File: src/rtl/mem_stage_pkg.sv
// Shared encodings and decode helpers for the memory stage.
package mem_stage_pkg;

  typedef enum logic [3:0] {
    OP_NONE = 4'd0,
    OP_LB, OP_LBU, OP_LH, OP_LHU, OP_LW,
    OP_SB, OP_SH, OP_SW,
    OP_LWL, OP_LWR, OP_SWL, OP_SWR
  } mem_op_e;

  typedef enum logic [1:0] {
    ST_IDLE = 2'd0,
    ST_BUSY = 2'd1,
    ST_DONE = 2'd2
  } mem_state_e;

  localparam logic        RST_ENABLE = 1'b0;
  localparam logic [31:0] ZERO_WORD  = 32'h0000_0000;

  function automatic logic is_std_op(input logic [3:0] op);
    return (op >= OP_LB) && (op <= OP_SW);
  endfunction

  function automatic logic is_lr_op(input logic [3:0] op);
    return (op >= OP_LWL) && (op <= OP_SWR);
  endfunction

  function automatic logic is_load(input logic [3:0] op);
    return op inside {OP_LB, OP_LBU, OP_LH, OP_LHU, OP_LW, OP_LWL, OP_LWR};
  endfunction

  function automatic logic misaligned(input logic [3:0] op, input logic [1:0] off);
    if (op inside {OP_LH, OP_LHU, OP_SH}) return off[0];
    if (op inside {OP_LW, OP_SW})         return off != 2'b00;
    return 1'b0;
  endfunction

endpackage

File: src/rtl/mem_lane_align.sv
// Combinational byte-lane logic: store strobes/lane replication and load extract/extend.
// LWL/LWR/SWL/SWR lane rules exist only when MEM_UNALIGNED_LWLR_EN is defined.
module mem_lane_align
  import mem_stage_pkg::*;
(
  input  logic [3:0]  op,
  input  logic [1:0]  off,
  input  logic [31:0] st_in,
  input  logic [31:0] ld_in,
  output logic [3:0]  we,
  output logic [31:0] st_dat,
  output logic [31:0] ld_dat
);

  logic [7:0]  ld_b;
  logic [15:0] ld_h;

`ifdef MEM_UNALIGNED_LWLR_EN
  logic [4:0] sh_fwd;
  logic [4:0] sh_inv;
  assign sh_fwd = {off, 3'b000};
  assign sh_inv = {~off, 3'b000};
`endif

  assign ld_b = ld_in[{off, 3'b000} +: 8];
  assign ld_h = ld_in[{off[1], 4'b0000} +: 16];

  always_comb begin
    we     = 4'b0000;
    st_dat = ZERO_WORD;
    ld_dat = ZERO_WORD;
    case (op)
      OP_LB:  ld_dat = {{24{ld_b[7]}}, ld_b};
      OP_LBU: ld_dat = {24'h0, ld_b};
      OP_LH:  ld_dat = {{16{ld_h[15]}}, ld_h};
      OP_LHU: ld_dat = {16'h0, ld_h};
      OP_LW:  ld_dat = ld_in;
      OP_SB: begin
        we     = 4'b0001 << off;
        st_dat = {4{st_in[7:0]}};
      end
      OP_SH: begin
        we     = 4'b0011 << off;
        st_dat = {2{st_in[15:0]}};
      end
      OP_SW: begin
        we     = 4'b1111;
        st_dat = st_in;
      end
`ifdef MEM_UNALIGNED_LWLR_EN
      // Little-endian: LWL/SWL touch bytes 0..off, LWR/SWR touch bytes off..3.
      OP_LWL: ld_dat = (ld_in << sh_inv) | (st_in & ~(32'hFFFF_FFFF << sh_inv));
      OP_LWR: ld_dat = (ld_in >> sh_fwd) | (st_in & ~(32'hFFFF_FFFF >> sh_fwd));
      OP_SWL: begin
        we     = 4'b1111 >> ~off;
        st_dat = st_in >> sh_inv;
      end
      OP_SWR: begin
        we     = 4'b1111 << off;
        st_dat = st_in << sh_fwd;
      end
`endif
      default: ;
    endcase
  end

endmodule

File: src/rtl/mem_stage.sv
// Memory stage: one outstanding data-RAM access, stall raised from issue until DONE (>=1 BUSY cycle).
// Access is held on the bus until ram_ready or MAX_WAIT timeout; MEM_UNALIGNED_LWLR_EN enables LWL/LWR/SWL/SWR.
module mem_stage
  import mem_stage_pkg::*;
#(
  parameter int ADDR_W   = 32,
  parameter int MAX_WAIT = 255
) (
  input  logic              clk,
  input  logic              rst,
  input  logic [3:0]        mem_op,
  input  logic [ADDR_W-1:0] mem_addr,
  input  logic [31:0]       mem_wdata,
  input  logic [31:0]       result_in,
  input  logic              write_reg_en_in,
  input  logic [4:0]        write_reg_addr_in,
  input  logic              write_hilo_en_in,
  input  logic [31:0]       write_hi_data_in,
  input  logic [31:0]       write_lo_data_in,
  input  logic              flush,
  output logic              ram_en,
  output logic [3:0]        ram_we,
  output logic [ADDR_W-1:0] ram_addr,
  output logic [31:0]       ram_wdata,
  input  logic [31:0]       ram_rdata,
  input  logic              ram_ready,
  output logic              mem_stall_request,
  output logic              addr_error,
  output logic              bus_timeout,
  output logic [31:0]       result_out,
  output logic              write_reg_en_out,
  output logic [4:0]        write_reg_addr_out,
  output logic              write_hilo_en_out,
  output logic [31:0]       write_hi_data_out,
  output logic [31:0]       write_lo_data_out
);

  localparam int CNT_W = $clog2(MAX_WAIT + 1);

  mem_state_e        state_q, state_d;
  logic [CNT_W-1:0]  cnt_q, cnt_d;
  logic [31:0]       rdata_q, rdata_d;
  logic              drop_q, drop_d;
  logic              to_q, to_d;
  logic [3:0]        op_q, op_d;
  logic [1:0]        off_q, off_d;
  logic [3:0]        we_q, we_d;
  logic [ADDR_W-1:0] addr_q, addr_d;
  logic [31:0]       wdata_q, wdata_d;

  logic [3:0]        al_op, al_we;
  logic [1:0]        al_off;
  logic [31:0]       al_st, al_ld;
  logic [ADDR_W-1:0] word_addr;
  logic              op_acc, op_kill;

  assign word_addr = {mem_addr[ADDR_W-1:2], 2'b00};
  assign al_op     = (state_q == ST_IDLE) ? mem_op : op_q;
  assign al_off    = (state_q == ST_IDLE) ? mem_addr[1:0] : off_q;

  mem_lane_align u_align (
    .op     (al_op),
    .off    (al_off),
    .st_in  (mem_wdata),
    .ld_in  (rdata_q),
    .we     (al_we),
    .st_dat (al_st),
    .ld_dat (al_ld)
  );

  always_comb begin
`ifdef MEM_UNALIGNED_LWLR_EN
    op_acc  = is_std_op(mem_op) || is_lr_op(mem_op);
    op_kill = 1'b0;
`else
    op_acc  = is_std_op(mem_op);
    op_kill = is_lr_op(mem_op);
`endif
  end

  always_comb begin
    state_d = state_q;
    cnt_d   = cnt_q;
    rdata_d = rdata_q;
    drop_d  = drop_q;
    to_d    = to_q;
    op_d    = op_q;
    off_d   = off_q;
    we_d    = we_q;
    addr_d  = addr_q;
    wdata_d = wdata_q;

    ram_en             = 1'b0;
    ram_we             = 4'b0000;
    ram_addr           = '0;
    ram_wdata          = ZERO_WORD;
    mem_stall_request  = 1'b0;
    addr_error         = 1'b0;
    bus_timeout        = 1'b0;
    result_out         = result_in;
    write_reg_en_out   = write_reg_en_in;
    write_reg_addr_out = write_reg_addr_in;
    write_hilo_en_out  = write_hilo_en_in;
    write_hi_data_out  = write_hi_data_in;
    write_lo_data_out  = write_lo_data_in;

    case (state_q)
      ST_IDLE: begin
        if (op_kill) begin
          write_reg_en_out = 1'b0;
        end else if (op_acc && misaligned(mem_op, mem_addr[1:0])) begin
          addr_error       = !flush;
          write_reg_en_out = 1'b0;
        end else if (op_acc && !flush) begin
          ram_en            = 1'b1;
          ram_we            = al_we;
          ram_addr          = word_addr;
          ram_wdata         = al_st;
          mem_stall_request = 1'b1;
          write_reg_en_out  = 1'b0;
          state_d           = ST_BUSY;
          cnt_d             = '0;
          drop_d            = 1'b0;
          to_d              = 1'b0;
          op_d              = mem_op;
          off_d             = mem_addr[1:0];
          we_d              = al_we;
          addr_d            = word_addr;
          wdata_d           = al_st;
        end
      end
      ST_BUSY: begin
        ram_en            = 1'b1;
        ram_we            = we_q;
        ram_addr          = addr_q;
        ram_wdata         = wdata_q;
        mem_stall_request = 1'b1;
        write_reg_en_out  = 1'b0;
        // The bus cannot abort, so a flush here only marks the result for discard.
        if (flush) drop_d = 1'b1;
        if (ram_ready) begin
          rdata_d = ram_rdata;
          state_d = ST_DONE;
        end else if (cnt_q == CNT_W'(MAX_WAIT - 1)) begin
          to_d    = 1'b1;
          state_d = ST_DONE;
        end else begin
          cnt_d = cnt_q + 1'b1;
        end
      end
      ST_DONE: begin
        bus_timeout = to_q;
        if (is_load(op_q)) result_out = al_ld;
        if (!is_load(op_q) || to_q) write_reg_en_out = 1'b0;
        state_d = ST_IDLE;
      end
      default: state_d = ST_IDLE;
    endcase

    if (flush || (state_q == ST_DONE && drop_q)) begin
      write_reg_en_out  = 1'b0;
      write_hilo_en_out = 1'b0;
    end

    if (rst == RST_ENABLE) begin
      ram_en             = 1'b0;
      ram_we             = 4'b0000;
      ram_addr           = '0;
      ram_wdata          = ZERO_WORD;
      mem_stall_request  = 1'b0;
      addr_error         = 1'b0;
      bus_timeout        = 1'b0;
      result_out         = ZERO_WORD;
      write_reg_en_out   = 1'b0;
      write_reg_addr_out = 5'd0;
      write_hilo_en_out  = 1'b0;
      write_hi_data_out  = ZERO_WORD;
      write_lo_data_out  = ZERO_WORD;
    end
  end

  always_ff @(posedge clk) begin
    if (rst == RST_ENABLE) begin
      state_q <= ST_IDLE;
      cnt_q   <= '0;
      rdata_q <= ZERO_WORD;
      drop_q  <= 1'b0;
      to_q    <= 1'b0;
      op_q    <= '0;
      off_q   <= '0;
      we_q    <= '0;
      addr_q  <= '0;
      wdata_q <= ZERO_WORD;
    end else begin
      state_q <= state_d;
      cnt_q   <= cnt_d;
      rdata_q <= rdata_d;
      drop_q  <= drop_d;
      to_q    <= to_d;
      op_q    <= op_d;
      off_q   <= off_d;
      we_q    <= we_d;
      addr_q  <= addr_d;
      wdata_q <= wdata_d;
    end
  end

endmodule

File: config.mk
export PLATFORM = sky130hd
export DESIGN_NAME = mem_stage
export DESIGN_NICKNAME = d
export VERILOG_FILES = /design/src/rtl/mem_stage_pkg.sv /design/src/rtl/mem_lane_align.sv /design/src/rtl/mem_stage.sv
export SDC_FILE = /design/constraint.sdc
export NUM_CORES = 1
export LEC_CHECK = 0
export BUFFER_PORTS_ARGS = -buffer_cell sky130_fd_sc_hd__buf_2
export CELL_PAD_IN_SITES_DETAIL_PLACEMENT = 1
export CELL_PAD_IN_SITES_GLOBAL_PLACEMENT = 2
export CORE_MARGIN = 5
export CORE_UTILIZATION = 21
export DETAILED_ROUTE_END_ITERATION = 8
export PLACE_DENSITY = 0.74
export SLEW_MARGIN = 30
export SYNTH_ARGS = -nofsm -noshare
export SYNTH_HDL_FRONTEND = slang
export SYNTH_SLANG_ARGS = --single-unit
File: constraint.sdc
create_clock -name clk -period 2.18 [get_ports clk]
set_input_delay 0 -clock clk [delete_from_list [all_inputs] [get_ports clk]]
set_output_delay 0 -clock clk [all_outputs]
set_load 0.01 [all_outputs]
* Yosys cells after proc, flatten, opt, wreduce, memory -nomap -nowiden
Index checks and enable logic that the tools add are counted.
Word-level totals: register bits after elaboration 116, input port bits 207, output and inout bits 175, logic and storage cells 152
Cells by class: $add $sub $neg 1, $lt $le $gt $ge 4, equal/unequal tests 31, shift-type cells 4, muxes and demuxes 79, bitwise operators 2, reduce and logical (&&, ||, !) cells 21
Operators by type and width (count):
- $mux 32 | 13
- $pmux 32 s5 | 1
- $pmux 32 s2 | 2
- $pmux 32 s3 | 1
- $mux 8 | 5
- $mux 1 | 37
- $eq 4x3->1 const B | 9
- $shiftx 32x6->16 | 1
- $shiftx 32x6->8 | 1
- $eq 4x2->1 const B | 5
- $mux 4 | 5
- $eq 4x4->1 const B | 4
- $pmux 8 s2 | 1
- $mux 2 | 6
- $ne 2x2->1 const B | 6
- $pmux 4 s3 | 1
- $reduce_and 6->1 | 2
- $add 8x1->8 const B | 1
- $eq 4x1->1 const B | 2
- $eq 8x8->1 const B | 1
- $le 4x4->1 const B | 2
- $pmux 4 s2 | 1
- $reduce_and 4->1 | 2
- $reduce_bool 7->1 | 1
- other kinds (21) | 32

* Logic depth before layout (Yosys ltp)
word-level depth 18, depth in mapped cells 10, depth with buffers taken out 8

* Hierarchy
From an unflattened synthesis, not the netlist that was laid out.
Unflattened totals: cells, all modules 899, area total of the unflattened synthesis 7437.1 um2
Modules (own cells, without submodules):
- mem_stage | times used 1, cells an instance 728, area each 6224.7 um2, seq. area each 2322.2 um2
- mem_lane_align | times used 1, cells an instance 171, area each 1212.4 um2, seq. area each 0.0 um2

* Least setup slack after synthesis
No wires, ideal clock.
path kind register to output, from reg state_q[1], to out result_out[24], data arrival time 2.202 ns, data required time 2.180 ns, setup slack -0.022 ns, stages on the path, launching flop included 8, path buffers 1, cell sequence dfxtp_1 or3b_2 and2_1 mux2i_2 a2111oi_4 buf_6 a21oi_1 o21ai_0
Between the ends: cells in the longest elaborated chain, start to end 7, elaborated cells between the ends (all ways) 15, those cells by class eq/ne (6); shift (2); mux (6); reduce/logical (1)
RTL lines:
- from (decl) | RTL line mem_stage.sv:40 | mem_state_e state_q, state_d;
- from (signal assigned) | RTL line mem_stage.sv:195 | state_q <= state_d;
- $logic_not 2->1 | RTL line mem_stage.sv:58, mem_stage.sv:59
- $mux 2 or $mux 4 (tied branches) | RTL line mem_stage.sv:59, mem_stage.sv:58
- $shiftx 32x6->16, or another cell as far along | RTL line mem_lane_align.sv:26 | assign ld_h = ld_in[{off[1], 4'b0000} +: 16];
- $pmux 32 s5 | RTL line mem_lane_align.sv:32 | case (op)
- $mux 32 | RTL line mem_stage.sv:153 | if (is_load(op_q)) result_out = al_ld;
- $mux 32 * | RTL line mem_stage.sv:107 | case (state_q)
- $mux 32 * | RTL line mem_stage.sv:165 | if (rst == RST_ENABLE) begin
- to (decl) | RTL line mem_stage.sv:30 | output logic [31:0] result_out,
Every way passes the cells marked *; elsewhere a longest branch is shown, timed or not.

* Final worst setup path
from reg state_q[0], to out ram_we[0]
Between the ends: cells in the longest elaborated chain, start to end 9, elaborated cells between the ends (all ways) 15, those cells by class eq/ne (4); shift (2); mux (8); reduce/logical (1)
RTL lines:
- $logic_not 2->1 | RTL line mem_stage.sv:58, mem_stage.sv:59, mem_stage.sv:107
- $mux 2 or $mux 4 (tied branches) | RTL line mem_stage.sv:59, mem_stage.sv:58
- $shl 2x2->4, or another cell as far along | RTL line mem_lane_align.sv:43 | we = 4'b0011 << off;
- $pmux 4 s3 | RTL line mem_lane_align.sv:32
- $mux 4 | RTL line mem_stage.sv:114 | end else if (op_acc && !flush) begin
- $mux 4 | RTL line mem_stage.sv:111 | end else if (op_acc && misaligned(mem_op, mem_addr[1:0])) begin
- $mux 4 | RTL line mem_stage.sv:109 | if (op_kill) begin
- $pmux 4 s2 * | RTL line mem_stage.sv:107
- $mux 4 * | RTL line mem_stage.sv:165
- to (decl) | RTL line mem_stage.sv:22 | output logic [3:0] ram_we,
Marks and branches as above.

==> metrics.md <==
| Metric | Value |
|---|---|
| Outcome | `finished, violations left` |
| Failing checks | `setup timing` |
| Slew Viols, Final | `0` |
| Setup Viol. Count Final | `110` |
| Yosys reg bits | `116` |
| Initial DRC Count | `414` |
| Arrival time worst endpoint | `2.66 ns` |
| Fmax | `375 MHz` |
| Sequential-to-total area share from yosys stat | `0.313` |
| Number of flops mapped to enable cells by yosys | `0` |
| Pwr/cell area | `530 nW/um^2` |
| Die span in y | `198 um` |
| CP most frequent cell | `buf_6` |
| Dpl ws | `-0.229 ns` |
| WL per Instance | `19.2 um` |
| Slew headroom | `0.519` |
| Largest net degree at the start of global routing | `79` |
| RSZ-0062 raised after global routing | `yes` |
| Flop pwr share | `0.317` |
| CP endpoint kind | `output pin` |
| Area of the die | `39200 sq um` |
| Final period util | `1.22` |
| Std cell rows | `68` |
| WL final | `38800 um` |
| CTS tree | `built` |
| Clk pin slew, worst setup/hold paths | `0.06 ns` |
| # IOs | `382` |
| Least-Margin Pin Slew | `0.721 ns` |
| Crit-path slowest cell | `or4b_4` |
| GRT Overall Usage | `0.185` |
| Initial antenna violation count | `1` |
| VDD IR max | `0.488 mV` |
| Endpoints failing hold | `0` |
| Top FF cell, synth | `dfxtp_1` |
| Clock Power Share | `0.415` |
| Total negative slack | `-35.06 ns` |
| Peak fanout along the critical path | `11` |
| Critical R2R Capture | `we_q[0]` |
| Logic pwr share | `0.268` |
| Worst-case clock skew | `0.00856 ns` |
| Critical path required time | `2.18 ns` |
| IO Port Bufs | `379` |
| Area grow syn2layout | `80.8%` |
| Internal power | `4.84 mW` |
| Root Buffer | `clkbuf_16` |
| CP startpoint kind | `register` |
| Ys async rst share | `0` |
| Leakage | `5.73 nW` |
| Share of layout cells above drive strength 1 | `0.465` |
| DPL Wire Length | `27000 um` |
| DR vias | `9531` |
| Vias in the first global route | `9910` |
| Detail Route Antenna Nets | `0` |
| Grt total ovfl | `0` |
| Worst min path class | `input port to register` |
| Avg Synthesized Cell Area | `7.26 sq um` |
| Fin cells | `2026` |
| Drt pass-1 iters | `5` |
| Synthesized area | `7420 sq um` |
| CTS sink count | `116` |
| Crit path to | `ram_we[0]` |
| Post-Synthesis Cells | `1022` |
| Worst Reg-to-Reg Cells | `11` |
| H-tree depth | `4` |
| Via/cell ratio | `4.70` |
| RR Startpoint | `state_q[0]` |
| Most frequent cells in the layout | `362 x buf_2, 274 x nand2_1, 113 x dfxtp_1` |
| CP peak stage delay | `0.55 ns` |
| Crit path from | `state_q[0]` |
| Synth warn | `0` |
| Number of DRC violations after detailed routing | `0` |
| Cell Chain, Critical Path | `buf_6, or4b_4, o21ai_4, buf_6, nand2_4, buf_4, o31ai_2, nand2_1, a21oi_2, buf_2` |
| Post-route setup slack | `-0.485 ns` |
| Switch share | `0.319` |
| Starting density of the core | `0.214` |
| Final Net Count | `1765` |
| Core Region | `34700 sq um` |
| Number of CTS-inserted buffers | `17` |
| First-pass GRT wire length | `57700 um` |
| Placed Cells | `1848` |
| Switching power | `2.27 mW` |
| WS Path Type | `register to output pin` |
| Most common cell after layout, fill and taps aside | `buf_2` |
| Max-cap violations | `0` |
| Tmin final | `2.66 ns` |
| Setup slack, reg-to-reg | `-0.18 ns` |
| Placer congestion estimate | `0.861` |
| Die width | `198 um` |
| Insertion delay to the later sink of the worst-skew pair | `0.42 ns` |
| CTS Buffer Depth | `2` |
| Synth cell types | `67` |
==> state kept, by name (all words and copies together) (netlist names) <==
register / count
wdata_q: 32
cnt_q: 8
state_q: 2
to_q: 1
op_q: 4
drop_q: 1
off_q: 2
rdata_q: 32
addr_q: 30
we_q: 4
==> power groups by stage <==
stage | registers (mW) | clock network [mW] | logic [mW]
3_3_place_gp | 2.29 | 0 | 1.37
5_1_grt | 2.26 | 3.12 | 2.04
3_5_place_dp | 2.30 | 0 | 1.38
4_1_cts | 2.25 | 3.02 | 1.74
6_report | 2.26 | 2.95 | 1.91
2_1_floorplan | 2.27 | 0 | 0.710
==> area by class of cell <==
class / count / area (sq um)
Fill cell: 4276 / 21300
Multi-Input combinational cell: 815 / 5510
Timing Repair Buffer: 603 / 4390
Sequential cell: 116 / 2330
Tap cell: 455 / 569
Clock buffer: 17 / 425
Clock inverter: 15 / 169
Inverter: 3 / 11.3
Antenna cell: 2 / 5.00
==> critical path: cells and delay by family (launching register included) <==
family / cells / cell delay [ns]
AND/OR/NAND/NOR: 3 / 0.75
buffers and inverters: 4 / 0.59
AO/OA/AOI/OAI: 3 / 0.54
flip-flops: 1 / 0.36
==> cells in the mapped netlist, drive strengths merged, types with 9 or more instances <==
| cell | instances | area (sq um) |
|---|---|---|
| a21oi | 93 | 488 |
| clkbuf | 63 | 236 |
| and2 | 80 | 500 |
| a32o | 16 | 160 |
| dfxtp | 116 | 2320 |
| mux2i | 30 | 304 |
| o22ai | 10 | 62.6 |
| a21boi | 105 | 792 |
| buf | 26 | 153 |
| nor2 | 35 | 144 |
| nand2 | 302 | 1140 |
| o21ai | 27 | 146 |
| a22o | 9 | 78.8 |
| a211oi | 11 | 82.6 |
==> routing by layer <==
layer  share of wire  wire length (um)  GRT usage
met1            0.43             16900      0.239
met2            0.51             19700      0.321
met3           0.046              1790     0.0364
met4           0.011               429     0.0377
met5         0.00028                11          0
==> worst min path at each step <==
stage / startpoint / to / cells past startpoint
floorplan: write_reg_en_in / write_reg_en_out / 2
detailed placement: ram_rdata[3] / rdata_q[3] / 3
global placement: ram_rdata[26] / rdata_q[26] / 3
global route: mem_wdata[8] / wdata_q[8] / 4
CTS: mem_wdata[9] / wdata_q[9] / 4
finish: mem_wdata[8] / wdata_q[8] / 4
==> metrics by stage <==
stage          cell area [sq um]  utilization  power (mW)  hold WS (ns)
2_1_floorplan               7420            -        2.98        0.0909
5_1_grt                    13400        0.386        7.43        0.0321
6_report                   13400        0.386        7.11      0.000616
4_1_cts                    12700        0.366        7.02        0.0233
3_3_place_gp               10300        0.296        3.66         0.253
3_5_place_dp               10300        0.296        3.68         0.260
==> cell families (layout without fill, tap and decap cells) <==
kind of cell | after synthesis | in the layout | synth area share
buf+inv | 92 | 638 | 0.0540
other cells | 1 | 4 | 0.000506
mux | 33 | 33 | 0.0455
fa+ha+maj | 2 | 2 | 0.00337
xor+xnor | 10 | 10 | 0.0118
flops | 116 | 116 | 0.313
compound gates | 312 | 312 | 0.296
simple gates | 456 | 456 | 0.275
==> what timing repair did <==
item,in CTS,in global routing
gates cloned,6,4
resized for setup,155,133
endpoints found under the hold margin,85,0
hold buffers,85,0
pin swaps,38,59
endpoints found under the setup margin,154,139
buffers inserted,29,23
Power figures use the tool's default switching activity.
